$ cat src/rtl/truth_table_probe_if.sv
// Signal bundle between a truth_table_probe and the logic that requests sweeps
// and supplies the device-under-probe output.
interface truth_table_probe_if;
  logic       start;
  logic [7:0] expected;
  logic       probe_in1;
  logic       probe_in2;
  logic       probe_in3;
  logic       probe_out;
  logic       busy;
  logic       done;
  logic [7:0] code;
  logic       match;
  logic [7:0] mismatch_mask;

  modport master (
    output start, expected, probe_out,
    input  probe_in1, probe_in2, probe_in3, busy, done, code, match, mismatch_mask
  );

  modport slave (
    input  start, expected, probe_out,
    output probe_in1, probe_in2, probe_in3, busy, done, code, match, mismatch_mask
  );
endinterface

$ cat src/rtl/truth_table_probe.sv
// Sweeps all eight input combinations of a 3-input block, samples its output
// after SETTLE extra cycles each, and reports the recovered 8-bit function code.
module truth_table_probe #(
  parameter int unsigned SETTLE = 2
) (
  input logic               clk,
  input logic               reset,
  truth_table_probe_if.slave bus
);
  localparam logic [3:0] SETTLE_L = 4'(SETTLE);

  typedef enum logic [1:0] {IDLE, SWEEP, REPORT} state_t;

  state_t     state_q, state_d;
  logic [2:0] index_q;
  logic [3:0] cnt_q;
  logic [7:0] exp_q;
  logic [7:0] cap_q;
  logic [7:0] cap_full;
  logic [7:0] code_q;
  logic       match_q;
  logic [7:0] mask_q;
  logic       load;
  logic       sample;
  logic       last;

  always_ff @(posedge clk) begin
    if (reset) state_q <= IDLE;
    else       state_q <= state_d;
  end

  // A start seen in REPORT goes straight to SWEEP so back-to-back sweeps
  // are spaced 8*(SETTLE+1)+1 cycles apart.
  always_comb begin
    state_d = state_q;
    load    = 1'b0;
    sample  = (state_q == SWEEP) && (cnt_q == '0);
    last    = sample && (index_q == 3'd7);
    case (state_q)
      IDLE: begin
        if (bus.start) begin
          state_d = SWEEP;
          load    = 1'b1;
        end
      end
      SWEEP: begin
        if (last) state_d = REPORT;
      end
      REPORT: begin
        if (bus.start) begin
          state_d = SWEEP;
          load    = 1'b1;
        end else begin
          state_d = IDLE;
        end
      end
      default: state_d = IDLE;
    endcase
  end

  always_comb begin
    cap_full          = cap_q;
    cap_full[index_q] = bus.probe_out;
  end

  always_ff @(posedge clk) begin
    if (reset) begin
      index_q <= '0;
      cnt_q   <= '0;
      exp_q   <= '0;
      cap_q   <= '0;
      code_q  <= '0;
      match_q <= 1'b0;
      mask_q  <= '0;
    end else begin
      if (load) begin
        index_q <= '0;
        cnt_q   <= SETTLE_L;
        exp_q   <= bus.expected;
        cap_q   <= '0;
      end else if (state_q == SWEEP) begin
        if (sample) begin
          cap_q <= cap_full;
          if (index_q != 3'd7) begin
            index_q <= index_q + 3'd1;
            cnt_q   <= SETTLE_L;
          end
        end else begin
          cnt_q <= cnt_q - 4'd1;
        end
      end
      // Results are taken from the merged capture so they are valid during done.
      if (last) begin
        code_q  <= cap_full;
        match_q <= (cap_full == exp_q);
        mask_q  <= cap_full ^ exp_q;
      end
    end
  end

  always_comb begin
    bus.busy          = (state_q == SWEEP);
    bus.done          = (state_q == REPORT);
    bus.probe_in1     = (state_q == SWEEP) ? index_q[2] : 1'b0;
    bus.probe_in2     = (state_q == SWEEP) ? index_q[1] : 1'b0;
    bus.probe_in3     = (state_q == SWEEP) ? index_q[0] : 1'b0;
    bus.code          = code_q;
    bus.match         = match_q;
    bus.mismatch_mask = mask_q;
  end
endmodule

$ cat src/flat_wrapper.sv
// flat-port wrapper written by rule: the top's interface ports become plain ports
module truth_table_probe_flat 
#(
  parameter int unsigned SETTLE = 2
)
  (clk, reset, bus_start, bus_expected, bus_probe_out, bus_probe_in1, bus_probe_in2, bus_probe_in3, bus_busy, bus_done, bus_code, bus_match, bus_mismatch_mask);
  truth_table_probe_if bus_i ();
  input logic clk;
  input logic reset;
  input wire logic [$bits(bus_i.start)-1:0] bus_start;
  input wire logic [$bits(bus_i.expected)-1:0] bus_expected;
  input wire logic [$bits(bus_i.probe_out)-1:0] bus_probe_out;
  output wire logic [$bits(bus_i.probe_in1)-1:0] bus_probe_in1;
  output wire logic [$bits(bus_i.probe_in2)-1:0] bus_probe_in2;
  output wire logic [$bits(bus_i.probe_in3)-1:0] bus_probe_in3;
  output wire logic [$bits(bus_i.busy)-1:0] bus_busy;
  output wire logic [$bits(bus_i.done)-1:0] bus_done;
  output wire logic [$bits(bus_i.code)-1:0] bus_code;
  output wire logic [$bits(bus_i.match)-1:0] bus_match;
  output wire logic [$bits(bus_i.mismatch_mask)-1:0] bus_mismatch_mask;
  assign bus_i.start = bus_start;
  assign bus_i.expected = bus_expected;
  assign bus_i.probe_out = bus_probe_out;
  assign bus_probe_in1 = bus_i.probe_in1;
  assign bus_probe_in2 = bus_i.probe_in2;
  assign bus_probe_in3 = bus_i.probe_in3;
  assign bus_busy = bus_i.busy;
  assign bus_done = bus_i.done;
  assign bus_code = bus_i.code;
  assign bus_match = bus_i.match;
  assign bus_mismatch_mask = bus_i.mismatch_mask;
  truth_table_probe #(.SETTLE(SETTLE)) u_core (.clk(clk), .reset(reset), .bus(bus_i));
endmodule
$ cat config.mk
export PLATFORM = sky130hd
export DESIGN_NAME = truth_table_probe_flat
export DESIGN_NICKNAME = d
export VERILOG_FILES = /design/src/rtl/truth_table_probe_if.sv /design/src/rtl/truth_table_probe.sv /design/src/flat_wrapper.sv
export SDC_FILE = /design/constraint.sdc
export NUM_CORES = 1
export LEC_CHECK = 0
export CORE_MARGIN = 5
export CORE_UTILIZATION = 40
export DETAILED_ROUTE_END_ITERATION = 8
export PLACE_DENSITY_LB_ADDON = 0.08
export SLEW_MARGIN = 20
export SYNTH_ARGS = -nofsm -noshare
export SYNTH_HDL_FRONTEND = slang
export SYNTH_SLANG_ARGS = --single-unit
$ cat constraint.sdc
create_clock -name clk -period 2.4 [get_ports clk]
set_input_delay 0.6 -clock clk [delete_from_list [all_inputs] [get_ports clk]]
set_output_delay 0.6 -clock clk [all_outputs]
set_load 0.01 [all_outputs]
==> metrics.cfg <==
[sta]
skew_ns = 0.00785
drv_slew = 0
tns_ns = 0
rsz0062_at_grt = false
setup_viol = 0
worst_pin_slew_ns = 0.601
fin_ws_ns = 0.169
max_freq_mhz = 448
timing.final.crit_share_pct = 93.0
post-route-min-period_ns = 2.23
max-slew-margin-rel_pct = 59.9
hold_viol = 0

[setup_path]
critPathKind = reg -> out
crit_path_end_kind = output port
path_max_fanout = 14
critPathMaxStageDelay_ns = 0.61
rr_worst_depth = 6
reg2reg_slack_ns = 0.43
r2r-end = u_core.bus.match
required_ns = 1.80
path_cells = and2_1 > clkdlybuf4s50_1
cp-start-kind = register
cp.arrival_ns = 1.63
reg2reg_from = u_core.index_q[0]
critPathSlowestCell = dfxtp_1

[power]
combPwrFrac_pct = 9.7
p_leak_nw = 0.902
p_seq_share_pct = 47.2
peakVddDrop_mv = 0.378
p_clk_share_pct = 43.1
power.density_nw_per_um2 = 617
p_total_mw = 1.54
p_sw_share_pct = 22.2
internal-power_mw = 1.20
power.switching_mw = 0.342

[layout]
diodes = 0
multi_input_area_um2 = 1040
fill_cells = 491
fin_cells = 318
syn_to_final_growth_pct = 26.4
drive_gt1_share_pct = 10.8
fin_nets = 266
seq_area_um2 = 841
postLayoutCellArea_um2 = 2500

[floorplanning]
dieArea_um2 = 6460
die_x_um = 80.3
fp.dieH_um = 80.3
start_util_pct = 41.6
io_pins = 34
core_um2 = 4750
row_count = 25

[placement]
dpl_cell_area_um2 = 2360
post-place-ws_ns = 0.129
dp.cells = 310
place_congestion = 0.761
portBuffers = 33
dpl.hpwl_mm = 3.11

[clock_tree]
cts_made_buffers = 5
post_cts_buffers = 0
clkLatencyLatePin_ns = 0.30
h-tree-depth = 2
holdBufCountCts = 0
cts_resized = 0
cts_root_buf = clkbuf_8
cts_tree = built
clkTransAtPathRegs_ns = 0.08
cts_buffer_depth = 2
cts.sinks = 42

[synthesis]
synth-edff-count = 0
seq_area_frac_synth_pct = 42.5
postSynthCellCount = 219
ys_seq_elements = 42
synth_top_area_share_pct = 42.5
synth_top_area_cell = dfxtp_1
ys.flop_type = dfxtp_1
synth_area_leaders = dfxtp_1, mux2i_1, nand2_1
syn_area_um2 = 1980
synth_warnings = 0
ys_types = 36
async_flop_share_pct = 0
avgSynthCellArea_um2 = 9.04
syn_nets = 235

[routing]
wl_per_cell_um = 13.2
drt_iter0_markers = 59
first_pass_iters = 4
vias = 1536
wl_mm = 4.20
routed_via_density = 4.83
detail-route-antenna-nets = 0
drc = 0

[global_routing]
overflow = 0
grt_max_degree = 30
grt_pass1_vias = 1482
grt_usage_pct = 14.0
grt_pass1_wl_mm = 7.04
grt_antenna_before_repair = 0

[min_path]
worstHoldPathType = reg -> reg
hold_path_end = u_core.bus.mismatch_mask[5]
hp-start = u_core.bus.mismatch_mask[5]
min_path_cells = 2

[run]
cap_violations = 0

[status]
status = complete, no violations

-- through the flow --
step	hold slack, ns	util [%]
final	0.457	52.6
after global routing	0.478	52.6
after CTS	0.458	52.6
after detailed placement	0.446	49.7
after global placement	0.445	49.7
after floorplan	0.449	-
-- worst max-delay path by stage --
stage / from / cells past startpoint / slack (ns) / to
after floorplan: u_core.cnt_q[0] / 7 / 0.65 / u_core.cap_q[1]
after CTS: u_core.state_q[0] / 4 / 0.15 / bus_probe_in3
after global routing: u_core.state_q[0] / 4 / 0.07 / bus_probe_in3
after detailed placement: bus_probe_out / 5 / 0.13 / u_core.bus.match
final: u_core.index_q[2] / 2 / 0.17 / bus_probe_in1
after global placement: bus_probe_out / 5 / 0.20 / u_core.bus.match
-- sequential cells by signal (all words and copies together) (netlist names) --
signal                    cells
u_core.cnt_q                  4
u_core.bus.code               8
u_core.cap_q                  8
u_core.exp_q                  8
u_core.bus.match              1
u_core.index_q                3
u_core.state_q                2
u_core.bus.mismatch_mask      8
-- worst max-delay path, delay by kind of cell (launching register included) --
| kind | cells | cell delay (ns) |
|---|---|---|
| flops | 1 | 0.61 |
| simple gates | 1 | 0.19 |
| buf+inv | 1 | 0.53 |
-- routing by layer --
metal  up-vias  wire length, um  GRT usage, %
met5         -                0             0
met4         0               50          4.05
met3         4              219          3.92
met2        28             1900          22.6
met1       696             2030          18.0
li1        808                -             -
-- power by group through the flow --
stage          combinational [mW]  sequential, mW  clock [mW]
3_5_place_dp                0.151           0.745           0
4_1_cts                     0.151           0.729       0.686
3_3_place_gp                0.150           0.745           0
6_report                    0.149           0.729       0.666
2_1_floorplan               0.109           0.738           0
5_1_grt                     0.165           0.732       0.719
-- Yosys cell counts, drive strengths merged, types with 4 or more instances --
master and n:
a211oi 9, nor3b 4, ha 4, and2 4, buf 12, nor2 23, a21oi 19, nand2 36
dfxtp 42, mux2i 18, clkbuf 5, xnor2 9
-- cell type report --
class | count | share of cell area [%]
multi-input cells | 157 | 41.5
well taps | 67 | 3.35
clock buffers | 5 | 2.75
inverters | 3 | 0.450
repair buffers | 41 | 15.6
flip-flops and latches | 42 | 33.6
clock inverters | 3 | 2.75
-- cells in the final DEF (no fill, tap or decap), drive strengths merged, types with 4 or more instances in the layout --
master,instances
nor3b,4
xnor2,9
a21oi,19
and2,4
a211oi,9
mux2i,18
dfxtp,42
buf,8
clkbuf,5
nor2,23
ha,4
nand2,36
clkdlybuf4s50,33
-- logic make-up after synthesis --
logic type,Yosys count,share of synthesized area [%]
buf+inv,20,5.06
xor+xnor,9,3.98
fa+ha+maj,4,2.53
compound gates,32,9.48
mux,18,9.10
flops,42,42.5
simple gates,94,27.4
(Power assumes the default switching activity.)
